`config.mk`:
```
export PLATFORM = sky130hd
export DESIGN_NAME = gpio_in_reader
export DESIGN_NICKNAME = d
export VERILOG_FILES = /design/src/rtl/gpio_in_reader.sv
export SDC_FILE = /design/constraint.sdc
export NUM_CORES = 1
export LEC_CHECK = 0
export BUFFER_PORTS_ARGS = -buffer_cell sky130_fd_sc_hd__buf_2
export CORE_MARGIN = 5
export CORE_UTILIZATION = 56
export CTS_BUF_LIST = sky130_fd_sc_hd__clkbuf_8
export DETAILED_ROUTE_END_ITERATION = 7
export PLACE_DENSITY = 0.78
export SYNTH_ARGS = -nofsm -noshare
export SYNTH_HDL_FRONTEND = slang
export SYNTH_SLANG_ARGS = --single-unit
```
`constraint.sdc`:
```
create_clock -name clk -period 2 [get_ports clk]
set_clock_uncertainty 0.2 [all_clocks]
set_input_delay 0.5 -clock clk [delete_from_list [all_inputs] [get_ports clk]]
set_output_delay 0.5 -clock clk [all_outputs]
set_load 0.1 [all_outputs]
```
`src/rtl/gpio_in_reader.sv`:
```
// GPIO input reader: synchronises and debounces the board pins, latches edge events,
// and returns level/event words over a single-cycle read port.
module gpio_in_reader #(
   parameter int DATA_WIDTH      = 32,
   parameter int IN_WIDTH        = 21,
   parameter int DEBOUNCE_CYCLES = 10000,
   parameter int CNT_WIDTH       = 14
) (
   input  logic                  clk,
   input  logic                  rst_n,
   input  logic [IN_WIDTH-1:0]   pins_in,
   input  logic                  rd_en,
   input  logic [1:0]            addr,
   output logic [DATA_WIDTH-1:0] rd_data,
   output logic                  rd_valid,
   output logic                  irq
);

   logic [IN_WIDTH-1:0]   sync1_q, sync2_q;
   logic [IN_WIDTH-1:0]   h0_q, h0_d, h1_q, h1_d;
   logic [IN_WIDTH-1:0]   level_q, level_d;
   logic [IN_WIDTH-1:0]   rise_q, rise_d, fall_q, fall_d;
   logic [IN_WIDTH-1:0]   stable, rise_set, fall_set, sel;
   logic [CNT_WIDTH-1:0]  presc_q, presc_d;
   logic [1:0]            prime_q, prime_d;
   logic [DATA_WIDTH-1:0] rd_data_q, rd_data_d, rd_word;
   logic                  rd_valid_q, irq_q, irq_d;
   logic                  tick, primed, clr_rise, clr_fall;

   always_comb begin
      tick    = (presc_q == CNT_WIDTH'(DEBOUNCE_CYCLES - 1));
      presc_d = tick ? '0 : presc_q + CNT_WIDTH'(1);
      primed  = (prime_q == 2'd3);
      stable  = ~(sync2_q ^ h0_q) & ~(h0_q ^ h1_q);
      h0_d    = h0_q;
      h1_d    = h1_q;
      level_d = level_q;
      prime_d = prime_q;
      if (tick) begin
         h0_d    = sync2_q;
         h1_d    = h0_q;
         level_d = (stable & sync2_q) | (~stable & level_q);
         if (!primed) prime_d = prime_q + 2'd1;
      end
      // events only after three ticks so pins held at reset stay quiet
      rise_set = (tick && primed) ? (level_d & ~level_q) : '0;
      fall_set = (tick && primed) ? (~level_d & level_q) : '0;
      clr_rise = rd_en && (addr == 2'd1);
      clr_fall = rd_en && (addr == 2'd2);
      rise_d   = (clr_rise ? '0 : rise_q) | rise_set;
      fall_d   = (clr_fall ? '0 : fall_q) | fall_set;
      irq_d    = (|rise_d) | (|fall_d);
      case (addr)
         2'd0:    sel = level_q;
         2'd1:    sel = rise_q;
         2'd2:    sel = fall_q;
         default: sel = sync2_q;
      endcase
      rd_word                = '0;
      rd_word[IN_WIDTH-1:0]  = sel;
      rd_data_d = rd_en ? rd_word : rd_data_q;
   end

   always_ff @(posedge clk or negedge rst_n) begin
      if (!rst_n) begin
         sync1_q    <= '0;
         sync2_q    <= '0;
         h0_q       <= '0;
         h1_q       <= '0;
         level_q    <= '0;
         rise_q     <= '0;
         fall_q     <= '0;
         presc_q    <= '0;
         prime_q    <= '0;
         rd_data_q  <= '0;
         rd_valid_q <= 1'b0;
         irq_q      <= 1'b0;
      end else begin
         sync1_q    <= pins_in;
         sync2_q    <= sync1_q;
         h0_q       <= h0_d;
         h1_q       <= h1_d;
         level_q    <= level_d;
         rise_q     <= rise_d;
         fall_q     <= fall_d;
         presc_q    <= presc_d;
         prime_q    <= prime_d;
         rd_data_q  <= rd_data_d;
         rd_valid_q <= rd_en;
         irq_q      <= irq_d;
      end
   end

   assign rd_data  = rd_data_q;
   assign rd_valid = rd_valid_q;
   assign irq      = irq_q;

endmodule

```
==> flow_summary.json, run 1 <==
{
  "outcome": "finished with violations",
  "violations": "negative setup slack",
  "io_pins": 60,
  "gr-total-overflow": 0,
  "worstPathMaxFanout": 18,
  "synth_area_per_cell_um2": 11.3,
  "ys_ff_latch": 186,
  "postRouteAntennaNets": 0,
  "wl_met2_um": 9630,
  "cts_buffer_depth": 2,
  "yosysSeqAreaShare": 0.594,
  "max_stage_delay_ns": 0.43,
  "wl_um": 19400,
  "post_drt_wl_per_cell_um": 19.4,
  "antenna_found_initial": 0,
  "synth-edff-count": 0,
  "ys_warn_count": 0,
  "drv_slew": 0,
  "area_growth_pct": 22.0,
  "hold_path_class": "reg -> reg",
  "timing.final.crit_period_ns": 2.06,
  "multi_input_area_um2": 3130,
  "regArea_um2": 4660,
  "num_vias": 5921,
  "synth_area_um2": 7830,
  "die-area_um2": 16400,
  "cts.reportedPaths.clkPinSlew_ns": 0.09,
  "grt_start_max_net_pins": 55,
  "route.met3.wl_um": 1430,
  "grt_pass1_vias": 5889,
  "fp.dieH_um": 128,
  "viasPerCell": 5.93,
  "fin_ws_ns": -0.0591,
  "placementRows": 43,
  "async_flop_share": 1.00,
  "final_util": 0.693,
  "cp.arrival_ns": 2.20,
  "route.detailed.drc": 0,
  "cp-start-kind": "flip-flop",
  "synth_ff_type": "dfrtp_1",
  "start_util": 0.569,
  "worstMarginPinSlew_ns": 0.604,
  "path_cells": "nor4b_4 -> nand4_1 -> buf_6 -> buf_12 -> or3_4 -> a21oi_2 -> nor2_1",
  "clk_latency_ns": 0.46,
  "core_region_area_um2": 13800,
  "synth.distinct_cells": 38,
  "fill_cells": 935,
  "routed.top_layer": "met4",
  "synth_cells": 691,
  "post-route-period-util": 1.03,
  "layout-drive-gt1-share": 0.280,
  "cts_tree": "built",
  "drtPass1Iterations": 5,
  "drt-initial-drc-count": 631,
  "dp_hpwl_um": 13000,
  "cts_root_buf": "clkbuf_8",
  "finalHoldViolations": 0,
  "max_freq_mhz": 486,
  "final_nets": 833,
  "setup_viol": 8,
  "peakVddDrop_mv": 0.454,
  "m1WireLength_um": 7880,
  "globalRouteTotalUtil": 0.245,
  "fin_tns_setup_ns": -0.157,
  "portBuffers": 48,
  "crit_required_ns": 2.14,
  "num_antenna_cells": 0,
  "grt_pass1_wl_um": 31100,
  "p_leak_nw": 4.54,
  "critPathKind": "reg -> reg",
  "drv_cap": 0,
  "slew_headroom": 0.591,
  "place_congestion": 0.917,
  "chipWidth_um": 128,
  "rsz0062_at_grt": "true",
  "slowest_stage": "dfrtp_1",
  "cts.sinks": 186,
  "end_kind": "flip-flop",
  "htree_num_levels": 4,
  "numCtsBuffers": 17,
  "power_density_nw_per_um2": 748
}
[critical path, delay by kind of cell (launching register included)]
| kind | cells | cell delay [ns] |
|---|---|---|
| buf+inv | 2 | 0.31 |
| flops | 1 | 0.43 |
| compound gates | 1 | 0.16 |
| simple gates | 4 | 0.84 |
[placed cells by master (no fill, tap or decap), types with 2 or more instances in the layout]
cell type and n:
clkbuf_8 23, xnor2_1 5, buf_2 27, nand3b_1 2, nor4_1 9, a22o_1 3, nand2_1 168, or3_4 9
buf_4 47, dfrtp_1 185, clkbuf_4 16, a31oi_1 21, mux4_2 21, xor2_1 8, inv_1 5, or4b_2 17
nand4b_1 23, nand3_1 8, bufbuf_16 2, nor4b_1 4, mux2_2 22, nand4_1 12, nor2_1 33, conb_1 11
a21oi_2 16, o21ai_0 41, buf_12 9, or3_1 13, bufinv_16 2, buf_6 4, dlygate4sd3_1 22, a21oi_1 6
[power breakdown]
part / switching, mW / internal [mW]
sequential: 0.0607 / 3.83
clock: 1.25 / 1.30
combinational: 0.508 / 0.196
total: 1.82 / 5.32
[flip-flops by register name (all words and copies together) (netlist names)]
register / cells
fall_q: 21
rd_data: 21
level_q: 21
rise_q: 21
sync2_q: 21
rd_valid: 1
presc_q: 14
h1_q: 21
h0_q: 21
prime_q: 2
sync1_q: 21
irq: 1
[cells by family (layout without fill, tap and decap cells)]
family                   Yosys count  after routing  share of synthesized area
XOR/XNOR                          13             13                     0.0145
flip-flops                       186            186                      0.594
multiplexers                      43             43                     0.0920
AO/OA/AOI/OAI                     90             90                     0.0631
adder cells (fa/ha/maj)            2              2                    0.00319
other                              1             11                   0.000479
AND/OR/NAND/NOR                  313            313                      0.203
buffers and inverters             43            160                     0.0291
[through the flow]
step           power, mW  instances  instance area [um^2]  setup WS, ns  hold slack, ns
2_1_floorplan       4.41        701                  7890       -0.0164         0.00441
3_3_place_gp        4.60        935                  8570        0.0387           0.132
3_5_place_dp        4.62        935                  8570       -0.0474           0.135
4_1_cts             7.18        995                  9380      -0.00708           0.150
5_1_grt             7.41        998                  9550        -0.203           0.151
6_report            7.14        998                  9550       -0.0591           0.150
[layer usage]
layer  up-vias  GRT usage
met2       257      0.391
met5         -          0
met1      2968      0.330
li1       2663          -
met4         0     0.0918
met3        33     0.0588
[timing repair]
action	4_1_cts	5_1_grt
pin swaps	6	16
hold buffers	22	0
endpoints found under the hold margin	177	0
resized for setup	21	43
cloned	2	0
buffers inserted	4	3
endpoints found under the setup margin	24	97
[worst paths after layout]
check	endpoint	slack (ns)	cells after the start	from
min in group asynchronous	presc_q[12]	0.23	2	rst_n
max in group asynchronous	rd_data[20]	0.74	3	rst_n
worst min-delay path	sync2_q[0]	0.15	0	sync1_q[0]
worst max register to register	level_q[15]	-0.06	7	presc_q[4]
worst min register to register	sync2_q[0]	0.15	0	sync1_q[0]
worst max-delay path	level_q[15]	-0.06	7	presc_q[4]
[final cells by class]
type	count	share of cell area
flip-flops and latches	186	0.487
well taps	180	0.0236
repair buffers	127	0.117
clock inverters	9	0.0101
multi-input cells	472	0.328
inverters	1	0.000393
clock buffers	23	0.0331
[cell usage after synthesis (2+ instances only)]
cell / count / share of area
dfrtp_1: 186 / 0.59
nand2_1: 168 / 0.081
o21ai_0: 42 / 0.027
nor2_1: 34 / 0.016
nand4b_1: 23 / 0.026
a21oi_1: 22 / 0.014
mux2_2: 22 / 0.032
or3_1: 22 / 0.018
a31oi_1: 21 / 0.017
mux4_2: 21 / 0.060
or4b_2: 18 / 0.023
clkbuf_1: 16 / 0.0077
buf_4: 12 / 0.012
nand4_1: 12 / 0.0096
buf_2: 11 / 0.0070
nor4_1: 10 / 0.0080
nand3_1: 8 / 0.0051
xor2_1: 8 / 0.0089
xnor2_1: 5 / 0.0056
nor4b_1: 4 / 0.0045
a22o_1: 3 / 0.0034
and2_1: 2 / 0.0016
and3_1: 2 / 0.0016
buf_1: 2 / 0.00096
ha_1: 2 / 0.0032
nand3b_1: 2 / 0.0019
nor3_1: 2 / 0.0013
Note: power is estimated with default switching activity, not from simulation.
==> run 2, diff against run 1 <==
--- a/config.mk
+++ b/config.mk
@@ -11,6 +11,7 @@
 export CTS_BUF_LIST = sky130_fd_sc_hd__clkbuf_8
 export DETAILED_ROUTE_END_ITERATION = 7
 export PLACE_DENSITY = 0.78
+export SETUP_SLACK_MARGIN = 0.2
 export SYNTH_ARGS = -nofsm -noshare
 export SYNTH_HDL_FRONTEND = slang
 export SYNTH_SLANG_ARGS = --single-unit
==> run 2 against run 1 <==
  * The flow still finishes with violations (negative setup slack)
  * Global-route usage grew 3.4 points
  * Register-to-register slack lost 0.11 ns
  * Fmax shrank 5.3%
  * Combinational power grew 18%
  * Utilization grew 9.1 points
  * Sequential cell count is the same
  * Final area grew 13%
  * First-iteration DRC count grew 32%
  * Clock power grew 10%
==> flow_summary.json, run 2 (synthesized netlist as in run 1, its figures left out) <==
{
  "drtPass1Iterations": 5,
  "route.detailed.drc": 0,
  "placementRows": 43,
  "outcome": "finished with violations",
  "p_leak_nw": 4.97,
  "power_density_nw_per_um2": 698,
  "max_freq_mhz": 460,
  "rsz0062_at_grt": "true",
  "hold_ws_ns": 0.148,
  "seqPwrFrac": 0.519,
  "layout-drive-gt1-share": 0.416,
  "worstPathMaxFanout": 2,
  "globalRouteTotalUtil": 0.280,
  "area_growth_pct": 38.0,
  "power.switching_mw": 1.90,
  "cts_buffer_depth": 2,
  "multi_input_area_um2": 3510,
  "cp-start-kind": "flip-flop",
  "fp.dieH_um": 128,
  "timing.final.crit_period_ns": 2.17,
  "final_nets": 870,
  "p_int_mw": 5.64,
  "slowest_stage": "nor4_2",
  "combPwrFrac": 0.110,
  "numCtsBuffers": 17,
  "cts.sinks": 186,
  "chipWidth_um": 128,
  "cts_tree": "built",
  "num_vias": 6694,
  "die-area_um2": 16400,
  "drt-initial-drc-count": 831,
  "drv_slew": 0,
  "cp.arrival_ns": 2.34,
  "hold_path_class": "reg -> reg",
  "swShare": 0.252,
  "fin_ws_ns": -0.174,
  "htree_num_levels": 4,
  "antenna_found_initial": 0,
  "start_util": 0.569,
  "end_kind": "flip-flop",
  "final_cells": 1033,
  "grt_pass1_vias": 6484,
  "regArea_um2": 4660,
  "gr-total-overflow": 0,
  "cts_root_buf": "clkbuf_8",
  "critPathKind": "reg -> reg",
  "p_clk_frac": 0.371,
  "violations": "negative setup slack",
  "wl_um": 24700,
  "place_congestion": 0.898,
  "max_stage_delay_ns": 0.43,
  "slew_headroom": 0.577,
  "peakVddDrop_mv": 0.444,
  "place_area_um2": 8610,
  "num_antenna_cells": 0,
  "grt_start_max_net_pins": 50,
  "placedCellCount": 937,
  "cts.reportedPaths.clkPinSlew_ns": 0.09,
  "portBuffers": 48,
  "fin_area_um2": 10800,
  "clk_latency_ns": 0.48,
  "finalHoldViolations": 0,
  "crit_required_ns": 2.16,
  "post-route-period-util": 1.09,
  "setup_viol": 22,
  "drv_cap": 0,
  "place_worst_setup_slack_ns": -0.114,
  "postRouteAntennaNets": 0,
  "grt_pass1_wl_um": 35100,
  "worstMarginPinSlew_ns": 0.625,
  "path_cells": "buf_6 -> nand4b_1 -> nand4_1 -> nor4_2 -> buf_4 -> a21oi_2 -> or3_1",
  "viasPerCell": 6.48,
  "post_drt_wl_per_cell_um": 23.9,
  "dp_hpwl_um": 12700,
  "final_common_cell": "dfrtp_1",
  "final_cell_mix": "179 x dfrtp_1, 121 x nand2_1, 58 x buf_4",
  "io_pins": 60,
  "fill_cells": 714,
  "core_region_area_um2": 13800
}
-- run 2: area by class of cell --
| class | instances | area share |
|---|---|---|
| multi-input combinational | 472 | 0.325 |
| clock inverter | 8 | 0.0132 |
| timing repair buffer | 164 | 0.181 |
| tap | 180 | 0.0208 |
| sequential | 186 | 0.432 |
| clock buffer | 22 | 0.0280 |
| inverter | 1 | 0.000347 |
-- run 2: power groups by stage --
stage               clock network (mW)  registers [mW]  logic [mW]
floorplan                            0            4.18       0.238
global placement                     0            3.96       0.642
detailed placement                   0            3.96       0.654
CTS                               2.81            3.91       0.796
global route                      2.97            3.92       0.866
finish                            2.80            3.92       0.831
-- run 2: metal layers --
layer,GRT usage,wire [um]
met2,0.443,12100
met4,0.139,1430
met1,0.363,8550
met5,0,0
met3,0.0667,2600
-- run 2: final timing paths --
check                           start           to  slack (ns)  depth (start not counted)
min reg2reg                sync1_q[6]   sync2_q[6]        0.15                          0
max in group asynchronous       rst_n  sync2_q[12]        0.59                          3
min in group asynchronous       rst_n   presc_q[6]        0.35                          2
max                        sync2_q[3]          irq       -0.17                          7
max reg2reg                sync2_q[3]          irq       -0.17                          7
min                        sync1_q[6]   sync2_q[6]        0.15                          0
-- run 2: per-stage QoR --
| step | utilization | total power, mW | setup TNS [ns] |
|---|---|---|---|
| after floorplan | - | 4.42 | 0 |
| after global placement | 0.625 | 4.60 | -0.522 |
| after detailed placement | 0.625 | 4.62 | -2.43 |
| after CTS | 0.735 | 7.51 | -0.0818 |
| after global routing | 0.785 | 7.76 | -2.52 |
| final | 0.785 | 7.54 | -1.55 |
-- run 2: timing repair --
action	4_1_cts	5_1_grt
gates cloned	7	6
pin swaps	19	36
hold buffers	22	0
hold endpoints to repair	65	0
gates resized for setup	138	165
buffers inserted	23	8
setup endpoints to repair	112	134
-- run 2: critical path, delay by kind of cell, from the launching register on --
family	cells	cell delay, ns
simple gates	4	1.09
flops	1	0.41
buf+inv	2	0.32
compound gates	1	0.04
==> run 3, diff against run 2 <==
--- a/config.mk
+++ b/config.mk
@@ -5,7 +5,7 @@
 export SDC_FILE = /design/constraint.sdc
 export NUM_CORES = 1
 export LEC_CHECK = 0
-export BUFFER_PORTS_ARGS = -buffer_cell sky130_fd_sc_hd__buf_2
+export BUFFER_PORTS_ARGS = -buffer_cell sky130_fd_sc_hd__buf_4
 export CORE_MARGIN = 5
 export CORE_UTILIZATION = 56
 export CTS_BUF_LIST = sky130_fd_sc_hd__clkbuf_8
==> run 3 against run 2 <==
  * The flow still finishes with violations (negative setup slack)
  * Critical endpoint is now level_q[14]
  * Setup slack better by 0.069 ns
  * Clock power down 5%
  * Worst hold slack better by 0.0037 ns
  * Largest cell class unchanged
  * Critical path type unchanged
  * Highest routed layer unchanged
==> flow_summary.json, run 3 (synthesized netlist as in run 1, its figures left out) <==
{
  "drv_slew": 0,
  "die-area_um2": 16400,
  "crit_required_ns": 2.17,
  "layout-drive-gt1-share": 0.345,
  "violations": "negative setup slack",
  "htree_num_levels": 4,
  "multi_input_area_um2": 3300,
  "setup_viol": 25,
  "power_density_nw_per_um2": 720,
  "max_freq_mhz": 475,
  "final_cell_mix": "183 x dfrtp_1, 135 x nand2_1, 73 x buf_4",
  "slew_headroom": 0.643,
  "final_common_cell": "dfrtp_1",
  "grt_start_max_net_pins": 50,
  "drt-initial-drc-count": 697,
  "post_drt_wl_per_cell_um": 21.3,
  "area_growth_pct": 31.1,
  "globalRouteTotalUtil": 0.263,
  "num_vias": 6287,
  "cp.arrival_ns": 2.27,
  "timing.final.crit_period_ns": 2.10,
  "grt_pass1_vias": 6169,
  "cts_tree": "built",
  "use_met1": 0.352,
  "portBuffers": 48,
  "place_worst_setup_slack_ns": -0.125,
  "gr-total-overflow": 0,
  "worstPathMaxFanout": 8,
  "place_area_um2": 8680,
  "grt_pass1_wl_um": 33300,
  "placementRows": 43,
  "drtPass1Iterations": 5,
  "r2r-start": "presc_q[0]",
  "holdPathStages": 0,
  "cts_buffer_depth": 2,
  "peakVddDrop_mv": 0.556,
  "core_region_area_um2": 13800,
  "hold_path_class": "reg -> reg",
  "fill_cells": 877,
  "num_antenna_cells": 0,
  "cts_root_buf": "clkbuf_8",
  "worstMarginPinSlew_ns": 0.528,
  "final_nets": 847,
  "cp-start-kind": "flip-flop",
  "hold_start": "sync1_q[17]",
  "met3_usage": 0.0533,
  "io_pins": 60,
  "finalHoldViolations": 0,
  "max_stage_delay_ns": 0.37,
  "hold_ws_ns": 0.152,
  "antenna_found_initial": 0,
  "end_kind": "flip-flop",
  "wl_um": 21500,
  "postRouteAntennaNets": 0,
  "fin_ws_ns": -0.105,
  "cts.reportedPaths.clkPinSlew_ns": 0.09,
  "outcome": "finished with violations",
  "slowest_stage": "dfrtp_1",
  "grtUsageMet2": 0.432,
  "busiest_layer": "met2",
  "critPathKind": "reg -> reg",
  "min_to": "sync2_q[17]",
  "start_util": 0.569,
  "fin_area_um2": 10300,
  "drv_cap": 0,
  "post-route-period-util": 1.05,
  "cts.sinks": 186,
  "dp_hpwl_um": 12900,
  "r2r_cells": 8,
  "clk_latency_ns": 0.47,
  "r2r-end": "level_q[14]",
  "chipWidth_um": 128,
  "numCtsBuffers": 17,
  "route.detailed.drc": 0,
  "p_leak_nw": 4.76,
  "viasPerCell": 6.21,
  "reg2reg_slack_ns": -0.10,
  "fp.dieH_um": 128,
  "regArea_um2": 4660,
  "path_cells": "ha_2 -> and3_4 -> nand4_1 -> buf_6 -> buf_12 -> or3_1 -> a21oi_2 -> nor2_1",
  "place_congestion": 0.869,
  "rsz0062_at_grt": "true"
}
==> run 3: layout make-up <==
| class | instances | area share |
|---|---|---|
| flip-flops and latches | 186 | 0.454 |
| multi-input cells | 472 | 0.321 |
| repair buffers | 141 | 0.162 |
| clock buffers | 17 | 0.0228 |
| well taps | 180 | 0.0219 |
| clock inverters | 15 | 0.0180 |
| inverters | 1 | 0.000366 |
==> run 3: critical path, delay by kind of cell (launching register included) <==
kind / cells / cell delay (ns)
AO/OA/AOI/OAI: 1 / 0.18
adder cells (fa/ha/maj): 1 / 0.19
buffers and inverters: 2 / 0.32
flip-flops: 1 / 0.37
AND/OR/NAND/NOR: 4 / 0.73
==> run 3: worst max path at each step <==
stage                     from          end  slack [ns]  cells past startpoint
floorplan           presc_q[0]          irq        0.02                      8
global placement       addr[0]  rd_data[18]        0.01                      4
detailed placement  presc_q[1]   level_q[7]       -0.13                      7
CTS                 presc_q[0]  level_q[12]       -0.05                      8
global route        presc_q[1]  level_q[14]       -0.16                      8
finish              presc_q[0]  level_q[14]       -0.10                      8
==> run 3: timing repair <==
action / CTS / global route
endpoints found under the setup margin: 124 / 129
hold buffers: 22 / 0
cloned: 5 / 1
hold endpoints to repair: 65 / 0
setup buffers: 15 / 5
pin swaps: 8 / 4
resized for setup: 119 / 52
==> run 3: metal layers <==
layer / wire length [um] / vias to the layer above
li1: - / 2700
met1: 8310 / 3196
met2: 10900 / 326
met3: 1630 / 65
met4: 650 / 0
met5: 0 / -
==> run 3: metrics by stage <==
stage	setup TNS [ns]	util	std cells	power, mW
global route	-2.67	0.745	1012	7.63
floorplan	0	-	701	4.42
global placement	0	0.630	932	4.64
detailed placement	-1.36	0.630	932	4.66
CTS	-0.262	0.724	1006	7.38
finish	-0.834	0.745	1012	7.39
==> run 3: where the power goes <==
group,internal (mW),switching [mW]
logic,0.300,0.522
clock network,1.34,1.32
registers,3.83,0.0770
total,5.47,1.91
